**src/rtl/rtc_i2c_target.sv**
```systemverilog
// I2C target emulating a DS-style RTC register file, with a local host port.
// The bus is oversampled on clk14; SDA is only changed on synchronised SCL falling edges.
module rtc_i2c_target #(
  parameter logic [6:0] DEV_ADDR = 7'h68,
  parameter int         PTR_W    = 3
) (
  input  logic             clk14,
  input  logic             reset_n,
  input  logic             scl_i,
  input  logic             sda_i,
  output logic             sda_o,
  output logic             sda_oen,
  input  logic             host_we,
  input  logic [PTR_W-1:0] host_addr,
  input  logic [7:0]       host_wdata,
  output logic [7:0]       host_rdata,
  output logic             wr_strobe,
  output logic [PTR_W-1:0] wr_addr,
  output logic [7:0]       wr_data,
  output logic             busy
);

  localparam int NREG = 1 << PTR_W;

  typedef enum logic [3:0] {
    S_IDLE, S_ADDR, S_ADDR_ACK, S_PTR, S_PTR_ACK,
    S_WDATA, S_WDATA_ACK, S_RDATA, S_RDATA_ACK
  } state_t;

  state_t           r_state, w_nextState;
  logic [1:0]       r_sclSync, r_sdaSync;
  logic             r_sclPrev, r_sdaPrev;
  logic [3:0]       r_bitCnt;
  logic [7:0]       r_shift;
  logic             r_ackBit;
  logic [PTR_W-1:0] r_ptr;
  logic             r_sdaOen, r_busy, r_wrStrobe;
  logic [PTR_W-1:0] r_wrAddr;
  logic [7:0]       r_wrData;
  logic [7:0]       r_regs [NREG];

  logic w_scl, w_sda, w_sclRise, w_sclFall, w_start, w_stop;
  logic w_cnt8, w_addrMatch, w_rxState, w_cntState;
  logic w_oenNext, w_busyNext, w_commit, w_ptrLoad, w_ptrInc, w_loadRead, w_shiftOut;

  // Bus idles high, so the synchronisers reset to 1 to avoid a phantom edge.
  always_ff @(posedge clk14 or negedge reset_n) begin
    if (!reset_n) begin
      r_sclSync <= 2'b11;
      r_sdaSync <= 2'b11;
      r_sclPrev <= 1'b1;
      r_sdaPrev <= 1'b1;
    end else begin
      r_sclSync <= {r_sclSync[0], scl_i};
      r_sdaSync <= {r_sdaSync[0], sda_i};
      r_sclPrev <= r_sclSync[1];
      r_sdaPrev <= r_sdaSync[1];
    end
  end

  assign w_scl       = r_sclSync[1];
  assign w_sda       = r_sdaSync[1];
  assign w_sclRise   = !r_sclPrev && w_scl;
  assign w_sclFall   = r_sclPrev && !w_scl;
  assign w_start     = r_sclPrev && w_scl && r_sdaPrev && !w_sda;
  assign w_stop      = r_sclPrev && w_scl && !r_sdaPrev && w_sda;
  assign w_cnt8      = (r_bitCnt == 4'd8);
  assign w_addrMatch = (r_shift[7:1] == DEV_ADDR);
  assign w_rxState   = (r_state == S_ADDR) || (r_state == S_PTR) || (r_state == S_WDATA);
  assign w_cntState  = w_rxState || (r_state == S_RDATA);

  always_ff @(posedge clk14 or negedge reset_n) begin
    if (!reset_n) r_state <= S_IDLE;
    else          r_state <= w_nextState;
  end

  always_comb begin
    w_nextState = r_state;
    if (w_start) w_nextState = S_ADDR;
    else if (w_stop) w_nextState = S_IDLE;
    else if (w_sclFall) begin
      case (r_state)
        S_ADDR:      if (w_cnt8) w_nextState = w_addrMatch ? S_ADDR_ACK : S_IDLE;
        S_ADDR_ACK:  w_nextState = r_shift[0] ? S_RDATA : S_PTR;
        S_PTR:       if (w_cnt8) w_nextState = S_PTR_ACK;
        S_PTR_ACK:   w_nextState = S_WDATA;
        S_WDATA:     if (w_cnt8) w_nextState = S_WDATA_ACK;
        S_WDATA_ACK: w_nextState = S_WDATA;
        S_RDATA:     if (w_cnt8) w_nextState = S_RDATA_ACK;
        S_RDATA_ACK: w_nextState = r_ackBit ? S_IDLE : S_RDATA;
        default:     w_nextState = S_IDLE;
      endcase
    end
  end

  // A fall ending an ACK phase both releases SDA and, for reads, presents the next MSB.
  always_comb begin
    w_oenNext  = r_sdaOen;
    w_busyNext = r_busy;
    w_commit   = 1'b0;
    w_ptrLoad  = 1'b0;
    w_ptrInc   = 1'b0;
    w_loadRead = 1'b0;
    w_shiftOut = 1'b0;
    if (w_start || w_stop) begin
      w_oenNext  = 1'b1;
      w_busyNext = 1'b0;
    end else if (w_sclFall) begin
      case (r_state)
        S_ADDR: if (w_cnt8 && w_addrMatch) begin
          w_oenNext  = 1'b0;
          w_busyNext = 1'b1;
        end
        S_ADDR_ACK: if (r_shift[0]) begin
          w_loadRead = 1'b1;
          w_oenNext  = r_regs[r_ptr][7];
        end else w_oenNext = 1'b1;
        S_PTR, S_WDATA: if (w_cnt8) w_oenNext = 1'b0;
        S_PTR_ACK: begin
          w_ptrLoad = 1'b1;
          w_oenNext = 1'b1;
        end
        S_WDATA_ACK: begin
          w_commit  = 1'b1;
          w_ptrInc  = 1'b1;
          w_oenNext = 1'b1;
        end
        S_RDATA: if (w_cnt8) begin
          w_oenNext = 1'b1;
          w_ptrInc  = 1'b1;
        end else begin
          w_shiftOut = 1'b1;
          w_oenNext  = r_shift[6];
        end
        S_RDATA_ACK: if (r_ackBit) begin
          w_oenNext  = 1'b1;
          w_busyNext = 1'b0;
        end else begin
          w_loadRead = 1'b1;
          w_oenNext  = r_regs[r_ptr][7];
        end
        default: ;
      endcase
    end
  end

  always_ff @(posedge clk14 or negedge reset_n) begin
    if (!reset_n) begin
      r_bitCnt   <= '0;
      r_shift    <= '0;
      r_ackBit   <= 1'b1;
      r_ptr      <= '0;
      r_sdaOen   <= 1'b1;
      r_busy     <= 1'b0;
      r_wrStrobe <= 1'b0;
      r_wrAddr   <= '0;
      r_wrData   <= '0;
    end else begin
      if (w_start || (w_nextState != r_state)) r_bitCnt <= '0;
      else if (w_sclRise && w_cntState)        r_bitCnt <= r_bitCnt + 4'd1;
      if (w_loadRead)                  r_shift <= r_regs[r_ptr];
      else if (w_shiftOut)             r_shift <= {r_shift[6:0], 1'b0};
      else if (w_sclRise && w_rxState) r_shift <= {r_shift[6:0], w_sda};
      if (w_sclRise && (r_state == S_RDATA_ACK)) r_ackBit <= w_sda;
      if (w_ptrLoad)     r_ptr <= r_shift[PTR_W-1:0];
      else if (w_ptrInc) r_ptr <= r_ptr + PTR_W'(1);
      r_sdaOen   <= w_oenNext;
      r_busy     <= w_busyNext;
      r_wrStrobe <= w_commit;
      if (w_commit) begin
        r_wrAddr <= r_ptr;
        r_wrData <= r_shift;
      end
    end
  end

  // The I2C commit is placed last so it overrides a same-cycle host write to that register.
  always_ff @(posedge clk14 or negedge reset_n) begin
    if (!reset_n) begin
      for (int i = 0; i < NREG; i++) r_regs[i] <= '0;
    end else begin
      if (host_we) r_regs[host_addr] <= host_wdata;
      if (w_commit) r_regs[r_ptr] <= r_shift;
    end
  end

  assign sda_o      = 1'b0;
  assign sda_oen    = r_sdaOen;
  assign busy       = r_busy;
  assign wr_strobe  = r_wrStrobe;
  assign wr_addr    = r_wrAddr;
  assign wr_data    = r_wrData;
  assign host_rdata = r_regs[host_addr];

endmodule
```
**config.mk**
```make
export PLATFORM = sky130hd
export DESIGN_NAME = rtc_i2c_target
export DESIGN_NICKNAME = d
export VERILOG_FILES = /design/src/rtl/rtc_i2c_target.sv
export SDC_FILE = /design/constraint.sdc
export NUM_CORES = 1
export LEC_CHECK = 0
export BUFFER_PORTS_ARGS = -buffer_cell sky130_fd_sc_hd__buf_2
export CORE_MARGIN = 3
export CORE_UTILIZATION = 61
export CTS_BUF_LIST = sky130_fd_sc_hd__clkbuf_8
export DETAILED_ROUTE_END_ITERATION = 10
export PLACE_DENSITY_LB_ADDON = 0.1
export SLEW_MARGIN = 10
export SYNTH_ARGS = -nofsm -noshare
export SYNTH_HDL_FRONTEND = slang
export SYNTH_SLANG_ARGS = --single-unit
```
**constraint.sdc**
```tcl
create_clock -name clk14 -period 4.2 [get_ports clk14]
set_clock_uncertainty 0.15 [all_clocks]
set_input_delay 0.84 -clock clk14 [delete_from_list [all_inputs] [get_ports clk14]]
set_output_delay 0.84 -clock clk14 [all_outputs]
set_load 0.02 [all_outputs]
```
==> impl_metrics.tcl, run 1 <==
set metrics [dict create \
    reg2reg_depth 6 \
    fmax_mhz 296 \
    cts.htree.levels 3 \
    grt.total_usage_pct 29.1 \
    drtIter0Drc 365 \
    dp.cells 731 \
    rows 36 \
    pre_cts_slack_ns 0.817 \
    internal_power_w 0.00208 \
    antenna_found_initial 0 \
    path_clk_slew_ns 0.11 \
    grt_pass1_wl_um 25300 \
    layout_common_cells "dfrtp_1, nand2_1, mux2i_1, a21oi_1, nor2_1" \
    vias_per_cell 6.37 \
    wirelength_um 15600 \
    die_w_um 107 \
    r2r-end "r_regs[49]" \
    combinationalPowerShare_pct 31.1 \
    hpwl_um 10400 \
    die-area_um2 11600 \
    grt_pass1_vias 4671 \
    cts_resized 0 \
    r2r_slack_ns 1.27 \
    synth_top_cell_area_share_pct 38.2 \
    clock-sinks 104 \
    nets 628 \
    cp-startpoint "host_addr[0]" \
    place_congestion 0.923 \
    end_kind "output pin" \
    core_um2 9910 \
    synth_area_leader_cell "dfrtp_1" \
    power_w 0.00336 \
    slew_violations 0 \
    multi_input_comb_area_um2 3410 \
    finalCritPeriodShare_pct 80.5 \
    ir_drop_uv 327 \
    vias 4759 \
    clkLatencyLatePin_ns 0.40 \
    port_buffers 37 \
    clockBufferDepth 2 \
    synth_nets 628 \
    synthArstFlopShare_pct 100 \
    ff_latch_area_um2 2610 \
    synth_area_um2 6280 \
    start_kind "input port" \
    io_pins 39 \
    grt_max_degree 65 \
    yosysWarnings 0 \
    numCtsBuffers 9 \
    setup_viol 0 \
    initial_core_util_pct 63.4 \
    outcome "complete, no violations" \
    worstPathArrival_ns 2.39 \
    layout_min_cycle_time_ns 3.38 \
    synth_edf_count 0 \
    timing.rr.start "r_state[3]" \
    instances_no_fill 747 \
    cp_max_fo 22 \
    p_leak_nw 2.88 \
    final_util_pct 67.3 \
    syn_to_final_growth_pct 6.23 \
    fillCellCount 786 \
    n_antenna_cell 0 \
    hold_violations 0 \
    postCtsSetupRepairBufs 0 \
    ys_top_cells_by_area "dfrtp_1, mux2i_1, mux4_2" \
    hold_path_class "reg -> reg" \
    swShare_pct 38.2 \
    synth_seq_cells 104 \
    drive_gt1_share_pct 22.5 \
    rsz0062_at_grt "no" \
    final_common_cell "dfrtp_1" \
    final_antenna_net_count 0 \
    synth_area_per_cell_um2 10.3 \
    die_h_um 107 \
    clkPwrFrac_pct 19.6 \
    max_slew_margin_pct 23.6 \
    cts_tree "built" \
    root_buffer "clkbuf_8" \
    overflow 0 \
    power_density_nw_per_um2 504 \
    dr.pass1.iters 5 \
    drt-wirelength-per-cell_um 20.9 \
    setup_slack_ns 0.821 \
    netlist_instances 609 \
    finalSetupTns_ns 0 \
    drc 0 \
    holdBufCountCts 0 \
    maxCapViolations 0 \
    seqPwrFrac_pct 49.3 \
    synth.yosys.seq_area_share_pct 41.6 \
    p_sw_w 0.00128 \
    crit_type "in -> out" \
    worst_slew_pin_slew_ns 1.14 \
    crit_required_ns 3.21 \
    yosys_most_used_dff "dfrtp_1" \
    cp-endpoint "host_rdata[5]" \
    yosysUniqueCellTypes 55 \
]
## cell type report
type	instances	area share, %
Tap cell	133	2.49
Multi-Input combinational cell	441	51.0
Clock inverter	7	1.18
Inverter	6	0.337
Clock buffer	9	1.86
Sequential cell	104	39.2
Timing Repair Buffer	47	3.94
## kinds of logic after synthesis
kind of cell	after synthesis	share of synthesized area (%)
and+or+nand+nor	196	16.8
AOI/OAI and AO/OA	111	9.48
buffers and inverters	64	4.36
DFF	104	41.6
muxes	125	26.4
other	1	0.0597
adders and majority gates	3	0.598
xor gates and xnor gates	5	0.697
## power groups by stage
| stage | Clock (W) | Sequential (W) | Combinational, W |
|---|---|---|---|
| after floorplan | 0 | 0.00144 | 0.000932 |
| after CTS | 0.000673 | 0.00165 | 0.00105 |
| after global routing | 0.000708 | 0.00170 | 0.00114 |
| after detailed placement | 0 | 0.00166 | 0.00105 |
| final | 0.000659 | 0.00166 | 0.00104 |
| after global placement | 0 | 0.00165 | 0.00101 |
## critical path: stages
cell and delay, ns:
buf_2 0.51, mux4_2 0.58, mux2_2 0.29, buf_2 0.16
## metrics by stage
stage	hold slack (ns)	cell area, µm²
floorplan	0.195	6280
global placement	0.196	6470
detailed placement	0.197	6470
CTS	0.205	6670
global route	0.206	6670
finish	0.207	6670
## routing by layer
metal  part of all wire, %  routed length, µm  GRT usage [%]  up-vias
met4                   1.5                240           8.75        0
met3                   6.4                992           6.12       17
met2                    48               7520           46.3      153
met1                    44               6840           40.6     2409
met5                     0                  0              0        -
li1                      -                  -              -     2180
## synthesized netlist by cell type (2+ instances only)
cell,n
a211oi_1,2
a21oi_1,46
a22oi_1,2
a31oi_1,2
and3b_1,2
buf_1,14
buf_2,18
buf_4,3
clkbuf_1,23
dfrtp_1,96
dfstp_2,8
ha_1,3
inv_1,5
mux2_2,16
mux2i_1,78
mux4_2,31
nand2_1,87
nand2b_1,5
nand3_1,7
nand3b_1,4
nand4_1,4
nand4b_1,4
nand4b_2,2
nor2_1,45
nor2b_1,3
nor3_1,4
nor3_2,3
nor3b_1,4
nor4_1,4
nor4b_1,2
nor4b_4,3
o21ai_0,39
o21ai_1,13
o41ai_1,2
or3_1,2
xor2_1,4
## worst min path at each step
stage / endpoint / startpoint / slack [ns] / cells past startpoint
2_1_floorplan: r_sclSync[1] / r_sclSync[0] / 0.20 / 0
3_3_place_gp: r_sdaSync[1] / r_sdaSync[0] / 0.20 / 0
3_5_place_dp: r_sclSync[1] / r_sclSync[0] / 0.20 / 0
4_1_cts: r_sclSync[1] / r_sclSync[0] / 0.21 / 0
5_1_grt: r_sdaSync[1] / r_sdaSync[0] / 0.21 / 0
6_report: r_sclSync[1] / r_sclSync[0] / 0.21 / 0
## flip-flops by register name, summed over array words and instances (netlist names), 3 cells and up
name	flops
r_regs	64
r_shift	8
wr_data	8
r_bitCnt	4
r_state	4
r_ptr	3
wr_addr	3
(Power assumes the default switching activity.)
==> run 2, diff against run 1 <==
ABC_AREA = 1   (was default)
clock period = 3.2 ns   (was 4.2 ns; I/O delays follow)
==> run 2 against run 1 <==
Against the previous run:
- critical path depth is 2 higher
- combinational power is 69% higher
- clock power is 33% higher
- worst setup slack worse by 0.36 ns
- global-route usage is 6.3 points higher
- critical path type unchanged
- final cell count is 33% higher
- via count is 29% higher
==> impl_metrics.tcl, run 2 <==
set metrics [dict create \
    synthSimpleGateAreaFrac_pct 23.8 \
    synthArstFlopShare_pct 100 \
    swShare_pct 44.7 \
    synth_area_per_cell_um2 7.40 \
    hold_path_class "in -> async" \
    crit_required_ns 2.41 \
    cts_tree "built" \
    overflow 0 \
    nets 877 \
    die_w_um 107 \
    yosysWarnings 0 \
    finalCritPeriodShare_pct 85.7 \
    crit_path_frequent_cell "buf_2" \
    clockBufferDepth 2 \
    ys_top_cells_by_area "dfrtp_1, nand2_1, o21ai_0" \
    holdBufCountCts 0 \
    clkPwrFrac_pct 18.9 \
    power_w 0.00462 \
    use_met2_pct 57.6 \
    rsz0062_at_grt "no" \
    rows 36 \
    root_buffer "clkbuf_8" \
    dr.pass1.iters 6 \
    hold_ws_ns 0.141 \
    antenna_found_initial 0 \
    cts.htree.levels 3 \
    postCtsSetupRepairBufs 0 \
    worst_slew_pin_slew_ns 0.750 \
    die_h_um 107 \
    max_slew_margin_pct 49.5 \
    end_kind "output pin" \
    crit_slowest_cell "inv_1" \
    yosys_most_used_dff "dfrtp_1" \
    grt_pass1_wl_um 30900 \
    layout_min_cycle_time_ns 2.74 \
    synthXorXnorAreaFrac_pct 0.565 \
    path_clk_slew_ns 0.10 \
    initial_core_util_pct 63.1 \
    p_leak_nw 3.25 \
    clkLatencyLatePin_ns 0.40 \
    worstPathArrival_ns 1.95 \
    crit_type "in -> out" \
    grt.total_usage_pct 35.4 \
    dp.cells 980 \
    drt-wirelength-per-cell_um 19.5 \
    power_density_nw_per_um2 697 \
    wirelength_um 19400 \
    cts_resized 0 \
    drtIter0Drc 760 \
    critPathMaxStageDelay_ns 0.32 \
    slew_violations 0 \
    clock-sinks 104 \
    netlist_instances 838 \
    synthAdderAreaFrac_pct 0.606 \
    r2r-end "r_regs[39]" \
    instances_no_fill 996 \
    synth_top_cell_area_share_pct 38.8 \
    outcome "complete, no violations" \
    timing.rr.start "r_sclPrev" \
    use_met3_pct 8.67 \
    finalSetupTns_ns 0 \
    combinationalPowerShare_pct 38.1 \
    drive_gt1_share_pct 11.5 \
    ir_drop_uv 456 \
    busiest_layer "met2" \
    final_common_cell "nand2_1" \
    seqPwrFrac_pct 42.9 \
    yosysUniqueCellTypes 37 \
    cp_max_fo 9 \
    start_kind "input port" \
    largest_register "r_regs" \
    worstPathCellList "buf_2, nand2_1, inv_1, o21ai_0, o2111ai_1, buf_2" \
    synthMuxAreaShare_pct 0 \
    place_congestion 0.996 \
    maxCapViolations 0 \
    placed_cell_area_um2 6420 \
    largest_register_ff_count 64 \
    grt_pass1_vias 5732 \
    n_antenna_cell 0 \
    fmax_mhz 365 \
    fin_area_um2 6630 \
    hold_violations 0 \
    vias 6124 \
    synth_compound_area_share_pct 24.8 \
    drc 0 \
    synth_seq_cells 104 \
    hpwl_um 13500 \
    synth_edf_count 0 \
    final_antenna_net_count 0 \
    core_um2 9820 \
    vias_per_cell 6.15 \
    met1_usage_pct 45.4 \
    numCtsBuffers 9 \
    synth_nets 857 \
    die-area_um2 11400 \
    grt_max_degree 105 \
    port_buffers 37 \
    io_pins 39 \
    p_sw_w 0.00206 \
    synth_area_um2 6200 \
    yosysMostFrequentCell "nand2_1" \
    synth_area_leader_cell "dfrtp_1" \
    reg2reg_depth 7 \
    setup_viol 0 \
    yosys-top-cells-count "nand2_1, o21ai_0, dfrtp_1" \
    layout_common_cells "nand2_1, o21ai_0, dfrtp_1, inv_1, nor2_1" \
    synth.yosys.seq_area_share_pct 42.1 \
    synth_top_family_by_area "compound AO/OA/AOI/OAI gates" \
    r2r_slack_ns 0.74 \
    syn_to_final_growth_pct 7.00 \
    internal_power_w 0.00256 \
]
## run 2: cell count changes in the layout (fill, tap and decap cells not counted), sizes merged, moves of 9 or more
cell and delta:
nand2 +150, o21ai +135, o2111ai +11, inv +72
mux2 -16, mux4 -31, mux2i -78, a21oi -34
nor2 +33, o22ai +9, o211ai +30
## run 2: area by class of cell
type,instances,area [µm²]
inverters,76,288
clock inverters,7,86.3
fillers,899,3190
repair buffers,46,268
multi-input cells,621,3090
flip-flops and latches,104,2610
clock buffers,9,124
well taps,133,166
## run 2: metal layers
layer  routed length, µm  vias up
li1                    -     2864
met1                7470     2832
met2                9100      361
met3                2020       67
met4                 844        0
met5                   0        -
## run 2: cell families (layout without fill, tap and decap cells)
| logic type | Yosys count | count (layout) |
|---|---|---|
| AO/OA/AOI/OAI | 268 | 268 |
| XOR/XNOR | 4 | 4 |
| adder cells (fa/ha/maj) | 3 | 3 |
| buffers and inverters | 113 | 138 |
| flip-flops | 104 | 104 |
| other | 1 | 1 |
| AND/OR/NAND/NOR | 345 | 345 |
## run 2: how the worst max path moves through the flow
stage                  from  cells after the start             to  slack, ns
5_1_grt        host_addr[2]                      6  host_rdata[5]       0.33
2_1_floorplan  host_addr[0]                      4  host_rdata[6]       0.75
4_1_cts        host_addr[1]                      6  host_rdata[5]       0.50
3_5_place_dp   host_addr[1]                      6  host_rdata[5]       0.51
3_3_place_gp   host_addr[1]                      6  host_rdata[0]       0.60
6_report       host_addr[1]                      6  host_rdata[5]       0.46
## run 2: power by group through the flow
stage                     clock (W)  combinational, W  sequential [W]
after floorplan                   0           0.00117         0.00192
after global placement            0           0.00166         0.00198
after detailed placement          0           0.00172         0.00199
after CTS                  0.000893           0.00173         0.00196
after global routing       0.000945           0.00195         0.00201
final                      0.000876           0.00176         0.00199
## run 2: worst max-delay path: cells and delay by family
family	cells	cell delay [ns]
simple gates	1	0.23
buf+inv	3	0.66
compound gates	2	0.42
## run 2: through the flow
step	setup WS, ns	util, %
6_report	0.459	67.5
5_1_grt	0.334	67.5
4_1_cts	0.504	67.5
3_5_place_dp	0.508	65.4
3_3_place_gp	0.604	65.4
2_1_floorplan	0.750	-
==> run 3, diff against run 2 <==
BUFFER_PORTS_ARGS = -buffer_cell sky130_fd_sc_hd__clkbuf_2   (was -buffer_cell sky130_fd_sc_hd__buf_2)
CORE_MARGIN = 10   (was 3)
==> run 3 against run 2 <==
Against the previous run:
- sequential share of layout area about the same
- combinational power about the same
- register-to-register slack about the same
- critical path type unchanged
- clock power decreased by 3.8%
- via count decreased by 0.11%
==> impl_metrics.tcl, run 3 (same netlist as run 2, synthesis figures left out) <==
set metrics [dict create \
    slew_violations 0 \
    initial_core_util_pct 63.1 \
    drt-wirelength-per-cell_um 19.5 \
    p_leak_nw 3.24 \
    io_pins 39 \
    finalCritPeriodShare_pct 87.1 \
    placed_cell_area_um2 6420 \
    internal_power_w 0.00249 \
    n_antenna_cell 0 \
    timing.rr.start "r_sclPrev" \
    vias 6117 \
    largest_register "r_regs" \
    crit_required_ns 2.41 \
    crit_slowest_cell "inv_1" \
    cts.htree.levels 3 \
    die_h_um 121 \
    ir_drop_uv 563 \
    drtIter0Drc 906 \
    path_clk_slew_ns 0.11 \
    fillCellCount 893 \
    final_util_pct 67.5 \
    clkPwrFrac_pct 18.6 \
    postCtsSetupRepairBufs 0 \
    drive_gt1_share_pct 11.5 \
    drc 0 \
    fmax_mhz 359 \
    wirelength_um 19400 \
    die_w_um 121 \
    fin_area_um2 6630 \
    p_sw_w 0.00206 \
    rows 36 \
    instances_no_fill 996 \
    cts_resized 0 \
    holdBufCountCts 0 \
    dr.pass1.iters 5 \
    worst_slew_pin_slew_ns 0.733 \
    hold_path_class "in -> async" \
    nets 877 \
    rsz0062_at_grt "no" \
    worstPathCellList "clkbuf_2, nand2_1, inv_1, o21ai_0, o2111ai_1, clkbuf_2" \
    setup_viol 0 \
    power_density_nw_per_um2 686 \
    final_common_cell "nand2_1" \
    hpwl_um 13400 \
    outcome "complete, no violations" \
    worstPathArrival_ns 2.00 \
    overflow 0 \
    die-area_um2 14600 \
    core_um2 9820 \
    cts_tree "built" \
    grt_pass1_vias 5660 \
    combinationalPowerShare_pct 38.6 \
    clock-sinks 104 \
    clockBufferDepth 2 \
    layout_min_cycle_time_ns 2.79 \
    critical_path_buf_inv_count 3 \
    port_buffers 37 \
    crit_family "buffers and inverters" \
    hold_ws_ns 0.0540 \
    antenna_found_initial 0 \
    crit_type "in -> out" \
    swShare_pct 45.2 \
    grt.total_usage_pct 26.9 \
    max_slew_margin_pct 51.1 \
    cp_max_fo 9 \
    cp-startpoint "host_addr[1]" \
    finalSetupTns_ns 0 \
    critPathMaxStageDelay_ns 0.34 \
    numCtsBuffers 9 \
    seqPwrFrac_pct 42.8 \
    ff_latch_area_um2 2610 \
    grt_max_degree 70 \
    final_antenna_net_count 0 \
    layout_common_cells "nand2_1, o21ai_0, dfrtp_1, inv_1, nor2_1" \
    multi_input_comb_area_um2 3090 \
    clkLatencyLatePin_ns 0.40 \
    syn_to_final_growth_pct 6.88 \
    maxCapViolations 0 \
    dp.cells 980 \
    grt_pass1_wl_um 31000 \
    hold_violations 0 \
    vias_per_cell 6.14 \
    end_kind "output pin" \
    place_congestion 0.997 \
    crit_path_frequent_cell "clkbuf_2" \
    root_buffer "clkbuf_8" \
    largest_register_ff_count 64 \
    start_kind "input port" \
]
## run 3: area by class of cell
type | instances | area share (%)
clock inverters | 7 | 1.19
well taps | 133 | 2.51
flip-flops and latches | 104 | 39.4
multi-input cells | 621 | 46.6
inverters | 76 | 4.34
repair buffers | 46 | 4.04
clock buffers | 9 | 1.87
## run 3: worst reg2reg max path: stages (launching register included)
cell,delay (ns)
dfstp_2,0.57
nand2_1,0.25
nor3_4,0.41
inv_4,0.19
nor2_8,0.20
nand2_2,0.32
nand2_1,0.19
o21ai_2,0.07
## run 3: final timing paths
check                      slack, ns  cells past startpoint            end
max reg2reg                     0.74                      7     r_regs[39]
max in group asynchronous       2.06                      2        sda_oen
min                             0.05                      1     r_regs[60]
min in group clk14              0.16                      1   r_sdaSync[0]
min reg2reg                     0.21                      0   r_sdaSync[1]
max                             0.41                      6  host_rdata[0]
## run 3: per-layer routing
layer	wire length, µm	up-vias	part of all wire (%)	global-route usage, %
met4	879	0	4.5	13.4
met2	9170	366	47	43.7
li1	-	2852	-	-
met3	2020	58	10	6.61
met1	7350	2841	38	32.8
met5	0	-	0	0
## run 3: per-stage QoR
step                setup WS [ns]  power (W)
floorplan                   0.750    0.00308
CTS                         0.470    0.00452
global route                0.316    0.00484
detailed placement          0.472    0.00368
global placement            0.536    0.00362
finish                      0.414    0.00455
## run 3: power by group through the flow
stage / clock network [W] / registers [W] / logic [W]
6_report: 0.000843 / 0.00195 / 0.00176
5_1_grt: 0.000902 / 0.00199 / 0.00195
4_1_cts: 0.000857 / 0.00194 / 0.00172
3_5_place_dp: 0 / 0.00196 / 0.00171
3_3_place_gp: 0 / 0.00195 / 0.00167
2_1_floorplan: 0 / 0.00192 / 0.00117
